<file path="src/rtl/mem_arbiter_if.sv">
// ---------------------------------------------------------------------------
// mem_arbiter_if
//
// Purpose:
//   Bundles every signal of mem_arbiter except clk/rst.
//   This covers the fetch requester, the LSU requester, the single-port
//   memory bus and the lock status.
//
// Port summary (signal groups):
//   fetch : f_req, f_addr           -> arbiter
//           f_gnt, f_rvalid, f_rdata <- arbiter
//   lsu   : l_req, l_we, l_addr, l_wdata, l_lock -> arbiter
//           l_gnt, l_rvalid, l_rdata             <- arbiter
//   mem   : addr, data_out, we       <- arbiter
//           data_in                  -> arbiter
//   status: locked                   <- arbiter
//
// Modports:
//   slave  - the arbiter's view (requests in, grants/bus out).
//   master - the view of whatever surrounds it: requesters plus memory.
// ---------------------------------------------------------------------------
interface mem_arbiter_if;
  // fetch port (read-only)
  logic        f_req;
  logic [15:0] f_addr;
  logic        f_gnt;
  logic        f_rvalid;
  logic [7:0]  f_rdata;

  // load/store unit port
  logic        l_req;
  logic        l_we;
  logic [15:0] l_addr;
  logic [7:0]  l_wdata;
  logic        l_lock;
  logic        l_gnt;
  logic        l_rvalid;
  logic [7:0]  l_rdata;

  // memory bus
  logic [15:0] addr;
  logic [7:0]  data_out;
  logic        we;
  logic [7:0]  data_in;

  // status
  logic        locked;

  modport slave (
    input  f_req, f_addr,
    input  l_req, l_we, l_addr, l_wdata, l_lock,
    input  data_in,
    output f_gnt, f_rvalid, f_rdata,
    output l_gnt, l_rvalid, l_rdata,
    output addr, data_out, we,
    output locked
  );

  modport master (
    output f_req, f_addr,
    output l_req, l_we, l_addr, l_wdata, l_lock,
    output data_in,
    input  f_gnt, f_rvalid, f_rdata,
    input  l_gnt, l_rvalid, l_rdata,
    input  addr, data_out, we,
    input  locked
  );
endinterface

</file>
<file path="src/rtl/mem_arbiter.sv">
// ---------------------------------------------------------------------------
// mem_arbiter
//
// Purpose:
//   Shares the core's single 16-bit synchronous memory port between two
//   requesters:
//   - the instruction-fetch frontend, which only reads;
//   - the load/store unit, which reads and writes.
//   The LSU wins by default. A starvation counter lifts fetch above the LSU
//   once fetch has been denied MAX_STARVE cycles in a row. The LSU can lock
//   the bus to itself across a read-modify-write sequence.
//
// Parameters:
//   MAX_STARVE - consecutive denied fetch cycles before fetch wins (1..2^CNT_W-1)
//   CNT_W      - starvation counter width
//
// Ports:
//   clk  - rising-edge clock
//   rst  - synchronous, active-high reset
//   bus  - mem_arbiter_if.slave (fetch port, LSU port, memory bus, locked)
//
// Handshake:
//   A requester raises req with its address and data, and holds them until it
//   sees gnt high in the same cycle. gnt means the access is on the memory bus
//   this cycle; a request that is not granted is simply not queued. A granted
//   read returns rvalid exactly one cycle later, with rdata = data_in. Writes
//   never return rvalid. A grant can be issued every cycle.
// ---------------------------------------------------------------------------
module mem_arbiter #(
  parameter int unsigned MAX_STARVE = 4,
  parameter int unsigned CNT_W      = 3
) (
  input  logic           clk,
  input  logic           rst,
  mem_arbiter_if.slave   bus
);

  localparam logic [CNT_W-1:0] STARVE_LIM = CNT_W'(MAX_STARVE);
  localparam logic [CNT_W-1:0] STARVE_SAT = '1;

  // The lock is the only control state, so it is kept as a two-state FSM.
  // The state is visible outside through bus.locked.
  typedef enum logic {
    LOCK_OFF = 1'b0,
    LOCK_ON  = 1'b1
  } lock_state_e;

  lock_state_e      lock_q, lock_d;
  logic [CNT_W-1:0] starve_q, starve_d;
  logic             f_rvalid_q, f_rvalid_d;
  logic             l_rvalid_q, l_rvalid_d;

  logic             f_gnt;
  logic             l_gnt;

  // -------------------------------------------------------------------------
  // Grant selection. Purely combinational from the requests and the
  // registered lock/starve state, so at most one grant per cycle.
  // -------------------------------------------------------------------------
  always_comb begin
    f_gnt = 1'b0;
    l_gnt = 1'b0;
    if (rst) begin
      f_gnt = 1'b0;
      l_gnt = 1'b0;
    end else if (lock_q == LOCK_ON) begin
      // Fetch is shut out for the whole locked sequence, even during LSU
      // idle cycles. RMW sequences are short, so the starvation bound only
      // stretches by a few cycles.
      l_gnt = bus.l_req;
    end else if (bus.f_req && (starve_q >= STARVE_LIM)) begin
      f_gnt = 1'b1;
    end else if (bus.l_req) begin
      l_gnt = 1'b1;
    end else if (bus.f_req) begin
      f_gnt = 1'b1;
    end
  end

  // -------------------------------------------------------------------------
  // Bus drive. The bus returns to all-zero when nothing is granted, so an
  // idle bus never leaves a stale write enable behind.
  // -------------------------------------------------------------------------
  always_comb begin
    bus.addr     = 16'h0000;
    bus.data_out = 8'h00;
    bus.we       = 1'b0;
    if (f_gnt) begin
      bus.addr = bus.f_addr;
    end else if (l_gnt) begin
      bus.addr     = bus.l_addr;
      bus.data_out = bus.l_wdata;
      bus.we       = bus.l_we;
    end
  end

  // -------------------------------------------------------------------------
  // Next-state logic: lock FSM, starvation counter, read-return valids.
  // -------------------------------------------------------------------------
  always_comb begin
    lock_d     = lock_q;
    starve_d   = starve_q;
    f_rvalid_d = f_gnt;
    l_rvalid_d = l_gnt & ~bus.l_we;

    // The lock only moves on an LSU grant. Each granted access restates
    // whether the bus stays locked after it.
    case (lock_q)
      LOCK_OFF: if (l_gnt && bus.l_lock)  lock_d = LOCK_ON;
      LOCK_ON:  if (l_gnt && !bus.l_lock) lock_d = LOCK_OFF;
      default:  lock_d = LOCK_OFF;
    endcase

    // The counter measures consecutive denied fetch cycles, including cycles
    // denied by the lock. It saturates so that a long lock cannot wrap it
    // back below the threshold.
    if (!bus.f_req || f_gnt) begin
      starve_d = '0;
    end else if (starve_q != STARVE_SAT) begin
      starve_d = starve_q + 1'b1;
    end
  end

  always_ff @(posedge clk) begin
    if (rst) begin
      lock_q     <= LOCK_OFF;
      starve_q   <= '0;
      f_rvalid_q <= 1'b0;
      l_rvalid_q <= 1'b0;
    end else begin
      lock_q     <= lock_d;
      starve_q   <= starve_d;
      f_rvalid_q <= f_rvalid_d;
      l_rvalid_q <= l_rvalid_d;
    end
  end

  // -------------------------------------------------------------------------
  // Outputs
  // -------------------------------------------------------------------------
  assign bus.f_gnt    = f_gnt;
  assign bus.l_gnt    = l_gnt;
  assign bus.f_rvalid = f_rvalid_q;
  assign bus.l_rvalid = l_rvalid_q;
  // Read data passes straight through. The memory already registers it, so
  // it lines up with the registered rvalid.
  assign bus.f_rdata  = bus.data_in;
  assign bus.l_rdata  = bus.data_in;
  assign bus.locked   = (lock_q == LOCK_ON);

endmodule

</file>
<file path="src/flat_wrapper.sv">
// flat-port wrapper written by rule: the top's interface ports become plain ports
module mem_arbiter_flat 
#(
  parameter int unsigned MAX_STARVE = 4,
  parameter int unsigned CNT_W      = 3
)
  (clk, rst, bus_f_req, bus_f_addr, bus_l_req, bus_l_we, bus_l_addr, bus_l_wdata, bus_l_lock, bus_data_in, bus_f_gnt, bus_f_rvalid, bus_f_rdata, bus_l_gnt, bus_l_rvalid, bus_l_rdata, bus_addr, bus_data_out, bus_we, bus_locked);
  mem_arbiter_if bus_i ();
  input  logic clk;
  input  logic rst;
  input wire logic [$bits(bus_i.f_req)-1:0] bus_f_req;
  input wire logic [$bits(bus_i.f_addr)-1:0] bus_f_addr;
  input wire logic [$bits(bus_i.l_req)-1:0] bus_l_req;
  input wire logic [$bits(bus_i.l_we)-1:0] bus_l_we;
  input wire logic [$bits(bus_i.l_addr)-1:0] bus_l_addr;
  input wire logic [$bits(bus_i.l_wdata)-1:0] bus_l_wdata;
  input wire logic [$bits(bus_i.l_lock)-1:0] bus_l_lock;
  input wire logic [$bits(bus_i.data_in)-1:0] bus_data_in;
  output wire logic [$bits(bus_i.f_gnt)-1:0] bus_f_gnt;
  output wire logic [$bits(bus_i.f_rvalid)-1:0] bus_f_rvalid;
  output wire logic [$bits(bus_i.f_rdata)-1:0] bus_f_rdata;
  output wire logic [$bits(bus_i.l_gnt)-1:0] bus_l_gnt;
  output wire logic [$bits(bus_i.l_rvalid)-1:0] bus_l_rvalid;
  output wire logic [$bits(bus_i.l_rdata)-1:0] bus_l_rdata;
  output wire logic [$bits(bus_i.addr)-1:0] bus_addr;
  output wire logic [$bits(bus_i.data_out)-1:0] bus_data_out;
  output wire logic [$bits(bus_i.we)-1:0] bus_we;
  output wire logic [$bits(bus_i.locked)-1:0] bus_locked;
  assign bus_i.f_req = bus_f_req;
  assign bus_i.f_addr = bus_f_addr;
  assign bus_i.l_req = bus_l_req;
  assign bus_i.l_we = bus_l_we;
  assign bus_i.l_addr = bus_l_addr;
  assign bus_i.l_wdata = bus_l_wdata;
  assign bus_i.l_lock = bus_l_lock;
  assign bus_i.data_in = bus_data_in;
  assign bus_f_gnt = bus_i.f_gnt;
  assign bus_f_rvalid = bus_i.f_rvalid;
  assign bus_f_rdata = bus_i.f_rdata;
  assign bus_l_gnt = bus_i.l_gnt;
  assign bus_l_rvalid = bus_i.l_rvalid;
  assign bus_l_rdata = bus_i.l_rdata;
  assign bus_addr = bus_i.addr;
  assign bus_data_out = bus_i.data_out;
  assign bus_we = bus_i.we;
  assign bus_locked = bus_i.locked;
  mem_arbiter #(.MAX_STARVE(MAX_STARVE), .CNT_W(CNT_W)) u_core (.clk(clk), .rst(rst), .bus(bus_i));
endmodule
</file>
<file path="config.mk">
export PLATFORM = sky130hd
export DESIGN_NAME = mem_arbiter_flat
export DESIGN_NICKNAME = d
export VERILOG_FILES = /design/src/rtl/mem_arbiter_if.sv /design/src/rtl/mem_arbiter.sv /design/src/flat_wrapper.sv
export SDC_FILE = /design/constraint.sdc
export NUM_CORES = 1
export LEC_CHECK = 0
export ABC_AREA = 1
export BUFFER_PORTS_ARGS = -buffer_cell sky130_fd_sc_hd__buf_2
export CAP_MARGIN = 25
export CORE_UTILIZATION = 26
export CTS_CLUSTER_DIAMETER = 60
export DETAILED_ROUTE_END_ITERATION = 10
export PLACE_DENSITY = 0.79
export SLEW_MARGIN = 10
export SYNTH_ARGS = -nofsm -noshare
export SYNTH_HDL_FRONTEND = slang
export SYNTH_SLANG_ARGS = --single-unit
</file>
<file path="constraint.sdc">
create_clock -name clk -period 0.98 [get_ports clk]
set_input_delay 0.049 -clock clk [delete_from_list [all_inputs] [get_ports clk]]
set_output_delay 0.049 -clock clk [all_outputs]
set_load 0.02 [all_outputs]
</file>
==> results.sh <==
export IMPL_outcome="finished with violations"
export IMPL_seq_area_frac_synth=0.1761
export IMPL_antenna_cells=0
export IMPL_drc_errors=0
export IMPL_drt_iter0_markers=7
export IMPL_worst_ep_arrival_time_ns=1.25
export IMPL_ant_nets=0
export IMPL_synth_seq_cells=6
export IMPL_worst_slew_pin_slew_ns=0.2659
export IMPL_peakVddDrop_mv=0.6175
export IMPL_clkSinkCount=6
export IMPL_p_sw_frac=0.3757
export IMPL_num_vias=978
export IMPL_tritoncts="built"
export IMPL_die_h_um=53.21
export IMPL_intPower_mw=0.6789
export IMPL_slowest_delay_ns=0.38
export IMPL_grt_pass1_wl_um=3394
export IMPL_cts_htree_levels=1
export IMPL_fin_util=0.6268
export IMPL_firstDrtPassIters=2
export IMPL_die_w_um=53.21
export IMPL_fp_row_count=18
export IMPL_finalPower_mw=1.087
export IMPL_synth_top_family_by_area="simple AND/OR/NAND/NOR gates"
export IMPL_fin_ws_ns=-0.3152
export IMPL_drive_gt1_frac=0.7938
export IMPL_power_frac_comb=0.522
export IMPL_cp_cell_sequence="inv_4 -> nand2_4 -> nand3_4 -> clkinv_8 -> nand2_2 -> nand2_2 -> buf_6"
export IMPL_start_util=0.2753
export IMPL_synth_compound_area_frac=0.02936
export IMPL_gp_congestion=0.8097
export IMPL_rsz0062_at_grt="true"
export IMPL_yosys_area_share_simple=0.4275
export IMPL_ys_types=19
export IMPL_overflow=0
export IMPL_clock_skew_final_ns=0.01507
export IMPL_grt_pass1_vias=827
export IMPL_nNetsFinal=251
export IMPL_syn_nets=176
export IMPL_routed_via_density=4.366
export IMPL_dieArea_um2=2831
export IMPL_io_buffer_count=75
export IMPL_crit_fanout=8
export IMPL_required_ns=0.93
export IMPL_num_io_pins=100
export IMPL_design_core_area_um2=2477
export IMPL_violations="setup timing"
export IMPL_cellPowerDensity_nw_per_um2=700.3
export IMPL_power_frac_clock=0.243
export IMPL_grt_total_usage=0.1671
export IMPL_synthCells=120
export IMPL_cpMostUsedCell="nand2_2"
export IMPL_layout_min_cycle_time_ns=1.295
export IMPL_insertion_delay_ns=0.26
export IMPL_fmaxAchievable_mhz=772.1
export IMPL_muxShareOfSynthArea=0
export IMPL_drt_total_wl_um=2559
export IMPL_cts_root_buf="clkbuf_4"
export IMPL_synth_area_um2=681.9
export IMPL_wl_per_cell_um=11.42
export IMPL_p_seq_frac=0.235
export IMPL_crit_path_start_kind="flip-flop"
export IMPL_antenna_found_initial=0
export IMPL_synthAdderAreaFrac=0.03670
export IMPL_slowest_stage="dfxtp_4"
export IMPL_areaGrowthSynthToFinish_pct=127.7
export IMPL_synth_xor_area_frac=0.01284
export IMPL_cts_buffer_depth=2
export IMPL_synth_warning_count=0
export IMPL_cts_buffers=3
export IMPL_num_fill_cells=233
export IMPL_syn_avg_cell_area_um2=5.683
export IMPL_setup_viol_count_final=30
export IMPL_grt_max_degree=10
export IMPL_p_leak_nw=0.8378
export IMPL_cp_end_kind="output pin"
export IMPL_hold_viol=0
export IMPL_hp_class="in2reg"
export IMPL_cts_clk_slew_worst_paths_ns=0.06
export IMPL_fin_crit_sh=1.322
export IMPL_dp_slack_ns=-0.09989
export IMPL_cap_viol_max_count=0
export IMPL_p_switching_mw=0.4085
export IMPL_slew_violations=0
export IMPL_path_class="reg2out"
export IMPL_post_dp_hpwl_um=1534
export IMPL_relSlewSlack=0.8226
## synth_stat cells
cell | n | share of area
nor2_2 | 1 | 0.0092
nand3_1 | 2 | 0.015
nor2_1 | 13 | 0.072
inv_2 | 2 | 0.011
nand2_1 | 53 | 0.29
nand2_2 | 1 | 0.0092
buf_4 | 16 | 0.18
buf_6 | 2 | 0.033
inv_1 | 13 | 0.072
a21oi_1 | 1 | 0.0073
a21boi_0 | 1 | 0.011
nand3_2 | 1 | 0.015
dfxtp_1 | 6 | 0.18
nor2_4 | 1 | 0.017
buf_2 | 1 | 0.0073
o21a_1 | 1 | 0.011
ha_1 | 2 | 0.037
xor2_1 | 1 | 0.013
inv_4 | 2 | 0.018
## layout by cell type, fill, tap and decap left out, drive strengths merged
cell type,Yosys,layout
a21boi,1,1
a21oi,1,1
buf,19,85
clkbuf,0,4
clkinv,0,2
dfxtp,6,6
dlygate4sd3,0,1
ha,2,2
inv,17,18
nand2,54,54
nand3,3,3
nor2,15,15
o21a,1,1
xor2,1,1
## metal layers
metal | track usage | up-vias | share of wire
met5 | 0 | - | 0
met4 | 0.07018 | 0 | 0.011
met3 | 0.01724 | 6 | 0.065
met2 | 0.3250 | 52 | 0.56
met1 | 0.1763 | 435 | 0.36
li1 | - | 485 | -
## worst max-delay path, delay by kind of cell (launching register included)
family	cells	cell delay [ns]
simple gates	4	0.32
buf+inv	3	0.29
flops	1	0.38
## worst paths after layout
kind,startpoint,endpoint,slack (ns),cells after the start
max reg2reg,u_core.starve_q[2],u_core.starve_q[1],-0.06,6
min,rst,flip-flop,0.04,2
max,u_core.starve_q[2],bus_addr[0],-0.32,7
min reg2reg,u_core.starve_q[1],u_core.starve_q[1],0.58,3
## cell type report
cell class / instances / area [µm²] / share of cell area
sequential: 6 / 130.1 / 0.08380
tap: 30 / 37.54 / 0.02417
inverter: 17 / 81.33 / 0.05238
timing repair buffer: 86 / 663.1 / 0.4271
timing repair inverter: 3 / 33.78 / 0.02176
clock buffer: 4 / 26.28 / 0.01692
multi-input combinational: 78 / 580.6 / 0.3739
## kinds of logic (layout without fill, tap and decap cells)
logic type | count (synthesis) | after routing
AO/OA/AOI/OAI | 3 | 3
AND/OR/NAND/NOR | 72 | 72
buffers and inverters | 36 | 110
adder cells (fa/ha/maj) | 2 | 2
flip-flops | 6 | 6
XOR/XNOR | 1 | 1
## power groups by stage
stage,Sequential (mW),Combinational [mW],Clock (mW)
3_3_place_gp,0.261,0.396,0
4_1_cts,0.257,0.535,0.266
2_1_floorplan,0.268,0.319,0
6_report,0.256,0.568,0.264
5_1_grt,0.256,0.607,0.288
3_5_place_dp,0.262,0.402,0
## repair_timing
item	in CTS	in global routing
hold endpoints to repair	1	0
hold buffers	1	0
cloned	4	0
setup endpoints to repair	30	32
buffers inserted	5	1
resized for setup	74	36
pin swaps	13	12
## per-stage QoR
step / setup TNS [ns] / hold WS (ns) / cell area, µm² / std cells
after floorplan: -0.4863 / 0.1084 / 798.3 / 120
after global placement: -1.352 / 0.09820 / 1119 / 213
after detailed placement: -1.768 / 0.09820 / 1119 / 213
after CTS: -8.541 / 0.02096 / 1463 / 227
after global routing: -9.579 / 0.03623 / 1553 / 224
final: -7.930 / 0.04493 / 1553 / 224
No activity file was read; power rests on OpenSTA's default activity.
